**config.mk**
```make
export PLATFORM = sky130hd
export DESIGN_NAME = pipe_ctrl
export DESIGN_NICKNAME = d
export VERILOG_FILES = /design/src/rtl/pipe_ctrl_pkg.sv /design/src/rtl/pipe_ctrl_stall_watchdog.sv /design/src/rtl/pipe_ctrl.sv
export SDC_FILE = /design/constraint.sdc
export NUM_CORES = 1
export LEC_CHECK = 0
export BUFFER_PORTS_ARGS = -buffer_cell sky130_fd_sc_hd__buf_2
export CAP_MARGIN = 20
export CORE_ASPECT_RATIO = 1.2
export CORE_MARGIN = 2
export CORE_UTILIZATION = 45
export DETAILED_ROUTE_END_ITERATION = 16
export PLACE_DENSITY = 0.71
export SYNTH_ARGS = -nofsm -noshare
export SYNTH_HDL_FRONTEND = slang
export SYNTH_SLANG_ARGS = --single-unit
```
**constraint.sdc**
```tcl
create_clock -name clk -period 2.6 [get_ports clk]
set_input_delay 0.52 -clock clk [delete_from_list [all_inputs] [get_ports clk]]
set_output_delay 0.52 -clock clk [all_outputs]
set_load 0.005 [all_outputs]
```
**src/rtl/pipe_ctrl_pkg.sv**
```systemverilog
// Shared CPU definitions for the pipeline controller: stall vector, address type,
// controller state encoding and the priority stall resolver.
package pipe_ctrl_pkg;

    typedef logic [31:0] InstAddr_t;

    typedef struct packed {
        logic stall_if;
        logic stall_id;
        logic stall_ex;
        logic stall_mem;
        logic stall_wb;
    } Stall_t;

    typedef enum logic [1:0] {
        RUN      = 2'd0,
        WAIT_MEM = 2'd1,
        FLUSH    = 2'd2
    } PipeCtrlState_t;

    localparam int WDOG_W = 16;

    // The latest requesting stage freezes itself and everything upstream of it.
    function automatic Stall_t resolve_stall(input logic req_if, input logic req_id,
                                             input logic req_ex, input logic req_mem);
        Stall_t s;
        s.stall_wb  = 1'b0;
        s.stall_mem = req_mem;
        s.stall_ex  = req_mem | req_ex;
        s.stall_id  = req_mem | req_ex | req_id;
        s.stall_if  = req_mem | req_ex | req_id | req_if;
        return s;
    endfunction

endpackage

```
**src/rtl/pipe_ctrl_stall_watchdog.sv**
```systemverilog
// Stall watchdog: counts consecutive stalled cycles and emits a one-cycle pulse
// once STALL_TIMEOUT of them have accumulated.
module stall_watchdog
    import pipe_ctrl_pkg::*;
#(
    parameter int STALL_TIMEOUT = 1024
) (
    input  logic clk,
    input  logic rst_n,
    input  logic stalled,
    input  logic clr,
    output logic stall_timeout
);

    localparam logic [WDOG_W-1:0] LAST = WDOG_W'(STALL_TIMEOUT - 1);

    logic [WDOG_W-1:0] cnt;

    always_ff @(posedge clk or negedge rst_n) begin
        if (!rst_n) begin
            cnt           <= '0;
            stall_timeout <= 1'b0;
        end else if (clr || !stalled) begin
            cnt           <= '0;
            stall_timeout <= 1'b0;
        end else if (cnt == LAST) begin
            // Restart the count so a persistent livelock keeps pulsing periodically.
            cnt           <= '0;
            stall_timeout <= 1'b1;
        end else begin
            cnt           <= cnt + 1'b1;
            stall_timeout <= 1'b0;
        end
    end

endmodule

```
**src/rtl/pipe_ctrl.sv**
```systemverilog
// Central stall/flush controller: priority stall resolution, exception/ERET entry
// (drain MEM, flush, redirect fetch) and a livelock watchdog.
module pipe_ctrl
    import pipe_ctrl_pkg::*;
#(
    parameter int STALL_TIMEOUT = 1024
) (
    input  logic      clk,
    input  logic      rst_n,
    input  logic      stallreq_if,
    input  logic      stallreq_id,
    input  logic      stallreq_ex,
    input  logic      stallreq_mem,
    input  logic      except_valid,
    input  InstAddr_t except_vec,
    input  logic      eret_valid,
    input  InstAddr_t epc,
    output Stall_t    stall,
    output logic      flush,
    output logic      redirect_valid,
    output InstAddr_t redirect_pc,
    output logic      stall_timeout
);

    PipeCtrlState_t state;
    InstAddr_t      target_q;
    InstAddr_t      ev_target;
    Stall_t         req_stall;
    logic           ev;
    logic           front_hold;

    assign ev        = except_valid | eret_valid;
    assign ev_target = except_valid ? except_vec : epc;
    assign req_stall = resolve_stall(stallreq_if, stallreq_id, stallreq_ex, stallreq_mem);

    // Front hold keeps younger instructions out of the way while the faulting
    // instruction drains from MEM into WB.
    always_comb begin
        stall      = req_stall;
        front_hold = 1'b0;
        case (state)
            RUN:      front_hold = ev;
            WAIT_MEM: front_hold = 1'b1;
            FLUSH:    stall      = '0;
            default:  front_hold = 1'b0;
        endcase
        if (front_hold) begin
            stall.stall_if = 1'b1;
            stall.stall_id = 1'b1;
            stall.stall_ex = 1'b1;
        end
    end

    always_ff @(posedge clk or negedge rst_n) begin
        if (!rst_n) begin
            state          <= RUN;
            target_q       <= '0;
            flush          <= 1'b0;
            redirect_valid <= 1'b0;
            redirect_pc    <= '0;
        end else begin
            flush          <= 1'b0;
            redirect_valid <= 1'b0;
            case (state)
                RUN: begin
                    if (ev) begin
                        target_q <= ev_target;
                        if (stallreq_mem) begin
                            state <= WAIT_MEM;
                        end else begin
                            state          <= FLUSH;
                            flush          <= 1'b1;
                            redirect_valid <= 1'b1;
                            redirect_pc    <= ev_target;
                        end
                    end
                end
                WAIT_MEM: begin
                    if (!stallreq_mem) begin
                        state          <= FLUSH;
                        flush          <= 1'b1;
                        redirect_valid <= 1'b1;
                        redirect_pc    <= target_q;
                    end
                end
                FLUSH:   state <= RUN;
                default: state <= RUN;
            endcase
        end
    end

    stall_watchdog #(
        .STALL_TIMEOUT(STALL_TIMEOUT)
    ) u_wdog (
        .clk          (clk),
        .rst_n        (rst_n),
        .stalled      (|stall),
        .clr          (state == FLUSH),
        .stall_timeout(stall_timeout)
    );

endmodule

```
# After elaboration in Yosys (flattened, before gate mapping)
# Index checks and enable logic that the tools add are counted.
[word_totals]
wordCells = 44
inputBits = 72
out_inout_bits = 40
register_bits = 84
[classes]
eq_ne = 6
muxes = 19
reduce_logical = 8
n_bitwise = 4
add_sub_neg = 1
[op_table]
columns = ["cell", "count"]
rows = [
  ["two-way mux 32 bit", 4],
  ["case mux 32 bit (2 select lines)", 1],
  ["two-way mux 16 bit", 2],
  ["adder 16 x 1 -> 16 bit (second input constant)", 1],
  ["equality test 16 x 10 -> 1 bit (second input constant)", 1],
  ["two-way mux 2 bit", 3],
  ["inequality test 2 bit (second input constant)", 3],
  ["two-way mux 5 bit", 1],
  ["OR reduction 5 bit", 1],
  ["two-way mux 1 bit", 4],
  ["OR 1 bit", 4],
  ["case mux 1 bit (2 select lines)", 2],
  ["case mux 2 bit (2 select lines)", 1],
  ["AND reduction 2 bit", 2],
  ["AND reduction 4 bit", 1],
  ["two-way mux 3 bit", 1],
  ["equality test 2 x 1 -> 1 bit (second input constant)", 1],
  ["equality test 2 bit (second input constant)", 1],
  ["logical NOT 2 bit", 1],
  ["nonzero test 2 bit", 1],
  ["logical NOT 1 bit", 1],
  ["logical OR 1 bit", 1],
]

# Logic depth before layout (Yosys ltp)
[depth]
ltp_word = 9
ltp_mapped = 7
mapped_depth_nobuf = 5

# Modules after synthesis
# A second synthesis with hierarchy kept.
[unflattened]
hier_cells = 350
hier_area_um2 = 4256.6
[modules_own_cells]
columns = ["module", "seq_area_each_um2", "area_each_um2", "cells_each", "instances"]
rows = [
  ["pipe_ctrl", 1676.6, 3397.0, 268, 1],
  ["stall_watchdog", 425.4, 859.6, 82, 1],
]

# Least setup slack after synthesis
# No wires, ideal clock.
[synth_path]
path_type = "input to output"
start = "in except_valid"
end = "out stall[4] (netlist bit)"
slack_ns = 0.280
t_arrival_ns = 1.800
stages = 6
n_path_buf = 2
required_ns = 2.080
path_cell_list = "clkbuf_1 nor3_1 o21ai_0 o31ai_2 buf_4 inv_1"
[synth_rtl]
columns = ["item", "line", "text"]
rows = [
  ["start, declared", "pipe_ctrl.sv:14", "input logic except_valid,"],
  ["end, declared", "pipe_ctrl.sv:18", "output Stall_t stall,"],
]

==> metrics.yaml <==
grt:
  grt-ovfl-total: 0
  antenna_found_initial: 0
  grt_pass1_vias: 2950
  grt_max_degree: 67
  grt_pass1_wl_um: 13400
  grt.total_usage_pct: 18.4
power:
  intPower_mw: 2.28
  seqPwrFrac_pct: 52.4
  clockPowerShare_pct: 27.6
  power_leakage_nw: 2.34
  power.switching_mw: 0.933
  power.density_nw_per_um2: 677
  combPwrFrac_pct: 19.9
  ir_drop_v: 0.000313
  swShare_pct: 29.0
drt:
  avgViaCountPerCell: 4.94
  vias: 3147
  wire_per_inst_um: 12.7
  first_pass_iters: 6
  drc: 0
  drtAntennaViolNets: 0
  drtIter0Drc: 120
  routed_wl_um: 8070
synthesis:
  ys_async_sr_fraction_pct: 100
  ys_seq_area_share_pct: 54.2
  synth_top_flop_cell: "dfrtp_1"
  ys_ff_latch: 84
  syn_avg_cell_area_um2: 9.29
  syn_area_um2: 3870
  ys_types: 32
  yosys_warnings: 0
  syn_nets: 490
  synthCells: 417
  synth_edf_count: 0
sta:
  rsz0062_at_grt: "false"
  timing.final.max_slew_violations: 0
  fin_crit_sh_pct: 86.6
  setup_viol: 0
  finalSetupTns_ns: 0
  layout_min_cycle_time_ns: 2.25
  maxSlewHeadroom_pct: 60.9
  worstMarginPinSlew_ns: 0.586
  finalClockSkew_ns: 0.00650
  max_freq_mhz: 444
  hold_viol: 0
clock_network:
  clk_pin_slew_ns: 0.08
  cts_buffer_depth: 2
  cts_root_buf: "clkbuf_8"
  hold_buffers: 0
  clkLatencyLatePin_ns: 0.35
  clock-sinks: 84
  numCtsBuffers: 9
  cts_tree: "yes"
  post_cts_buffers: 0
  cts-resized-gates: 0
  cts_htree_levels: 3
finish:
  area_delta_synth_final_pct: 22.4
  fill_cells: 774
  fin_nets: 588
  final_common_cell: "buf_2"
  drive_gt1_share_pct: 26.5
  utilization_pct: 56.0
  layout_common_cells: "buf_2 (109), o21ai_0 (100), nand2_1 (99)"
  antenna_cells: 0
floorplanning:
  start_util_pct: 45.7
  die_area_um2: 9370
  fp-row-count: 37
  die-width_um: 88.7
  ioPinCount: 112
  die_h_um: 106
  design.core.area_um2: 8470
placed_design:
  port_buffers: 110
  gp_congestion: 0.810
  dp_hpwl_um: 5470
worst_setup_path:
  cp_data_arrival_time_ns: 1.73
  endpoint_kind: "primary output"
  critPathBufInv: 2
  cp_top_family: "compound AO/OA/AOI/OAI gates"
  worstPathCellList: "nor3_1, o21ai_0, o31ai_2, inv_1, buf_2"
  critPathLaunchType: "flip-flop"
  slowest_delay_ns: 0.42
  cp_data_required_time_ns: 2.08
  critPathKind: "flip-flop to primary output"
  ff2ff_setup_slack_ns: 0.60
  cp_slowest_cell: "dfrtp_1"
  crit_fanout: 4
min_path:
  hold_path.class: "input pin to asynchronous set/reset pin"
outcome:
  status: "complete, no violations"
job:
  max-cap-violations: 0
-- through the flow --
stage | hold slack, ns | setup slack, ns | total power, mW | instance area (µm²) | cells
after floorplan | 0.224 | 0.280 | 2.04 | 3870 | 417
after CTS | 0.166 | 0.296 | 3.25 | 4720 | 636
after detailed placement | 0.464 | 0.484 | 2.36 | 4540 | 620
final | 0.151 | 0.349 | 3.21 | 4740 | 637
after global routing | 0.189 | 0.136 | 3.42 | 4740 | 637
after global placement | 0.456 | 0.608 | 2.33 | 4540 | 620
-- worst register-to-register path: stages (launching register included) --
cell and delay (ns):
dfrtp_1 0.39, ha_1 0.22, nand4_1 0.21, nor3_1 0.32
and3_1 0.59, nor2b_1 0.20
-- registers in the layout (all words and copies together), names as in the netlist --
| register | count |
|---|---|
| u_wdog.cnt | 16 |
| u_wdog.stall_timeout | 1 |
| target_q | 32 |
| redirect_valid | 1 |
| state | 2 |
| redirect_pc | 32 |
-- Yosys cell counts, drive strengths merged, types with 4 or more instances --
library cell  count  area [µm²]
o21ai           101         505
nand2            99         372
dfrtp            84        2100
mux2i            32         320
clkbuf           21        78.8
nor3             14        70.1
xnor2            10        87.6
buf               8        46.3
inv               8        30.0
nor2              7        26.3
nand3             4        25.0
nor4              4        25.0
or3               4        25.0
-- power groups by stage --
stage	logic [mW]	clock network (mW)	registers (mW)
after CTS	0.650	0.919	1.69
final	0.640	0.887	1.68
after floorplan	0.349	0	1.69
after global routing	0.749	0.956	1.72
after global placement	0.627	0	1.70
after detailed placement	0.649	0	1.71
-- logic make-up (layout without fill, tap and decap cells) --
kind of cell | Yosys count | count (layout) | synth area share, %
XOR/XNOR | 11 | 11 | 2.49
flip-flops | 84 | 84 | 54.2
buffers and inverters | 37 | 140 | 4.00
adder cells (fa/ha/maj) | 1 | 1 | 0.323
AND/OR/NAND/NOR | 145 | 145 | 16.3
multiplexers | 32 | 32 | 8.27
AO/OA/AOI/OAI | 106 | 106 | 14.3
other | 1 | 1 | 0.0968
-- routing by layer --
layer / GRT usage, % / vias up / part of all wire, %
met3: 2.66 / 13 / 3.8
met5: 0 / - / 0
li1: - / 1603 / -
met1: 23.9 / 1460 / 45
met2: 30.0 / 71 / 49
met4: 8.77 / 0 / 2.1
-- area by class of cell --
cell class,count,area (µm²),share of cell area (%)
Inverter,8,30.0,0.633
Clock inverter,5,52.6,1.11
Clock buffer,11,131,2.77
Tap cell,117,146,3.09
Sequential cell,84,2100,44.3
Timing Repair Buffer,116,648,13.7
Multi-Input combinational cell,296,1630,34.4
-- final timing paths --
check,cells after the start,from,end
max,5,state[0],stall[4]
min,1,rst_n,u_wdog.cnt[11]
max reg2reg,5,u_wdog.cnt[0],u_wdog.stall_timeout
min reg2reg,2,target_q[7],target_q[7]
max in group asynchronous,2,rst_n,target_q[15]
min in group clk,2,stallreq_mem,state[0]
No activity file was read; power rests on OpenSTA's default activity.
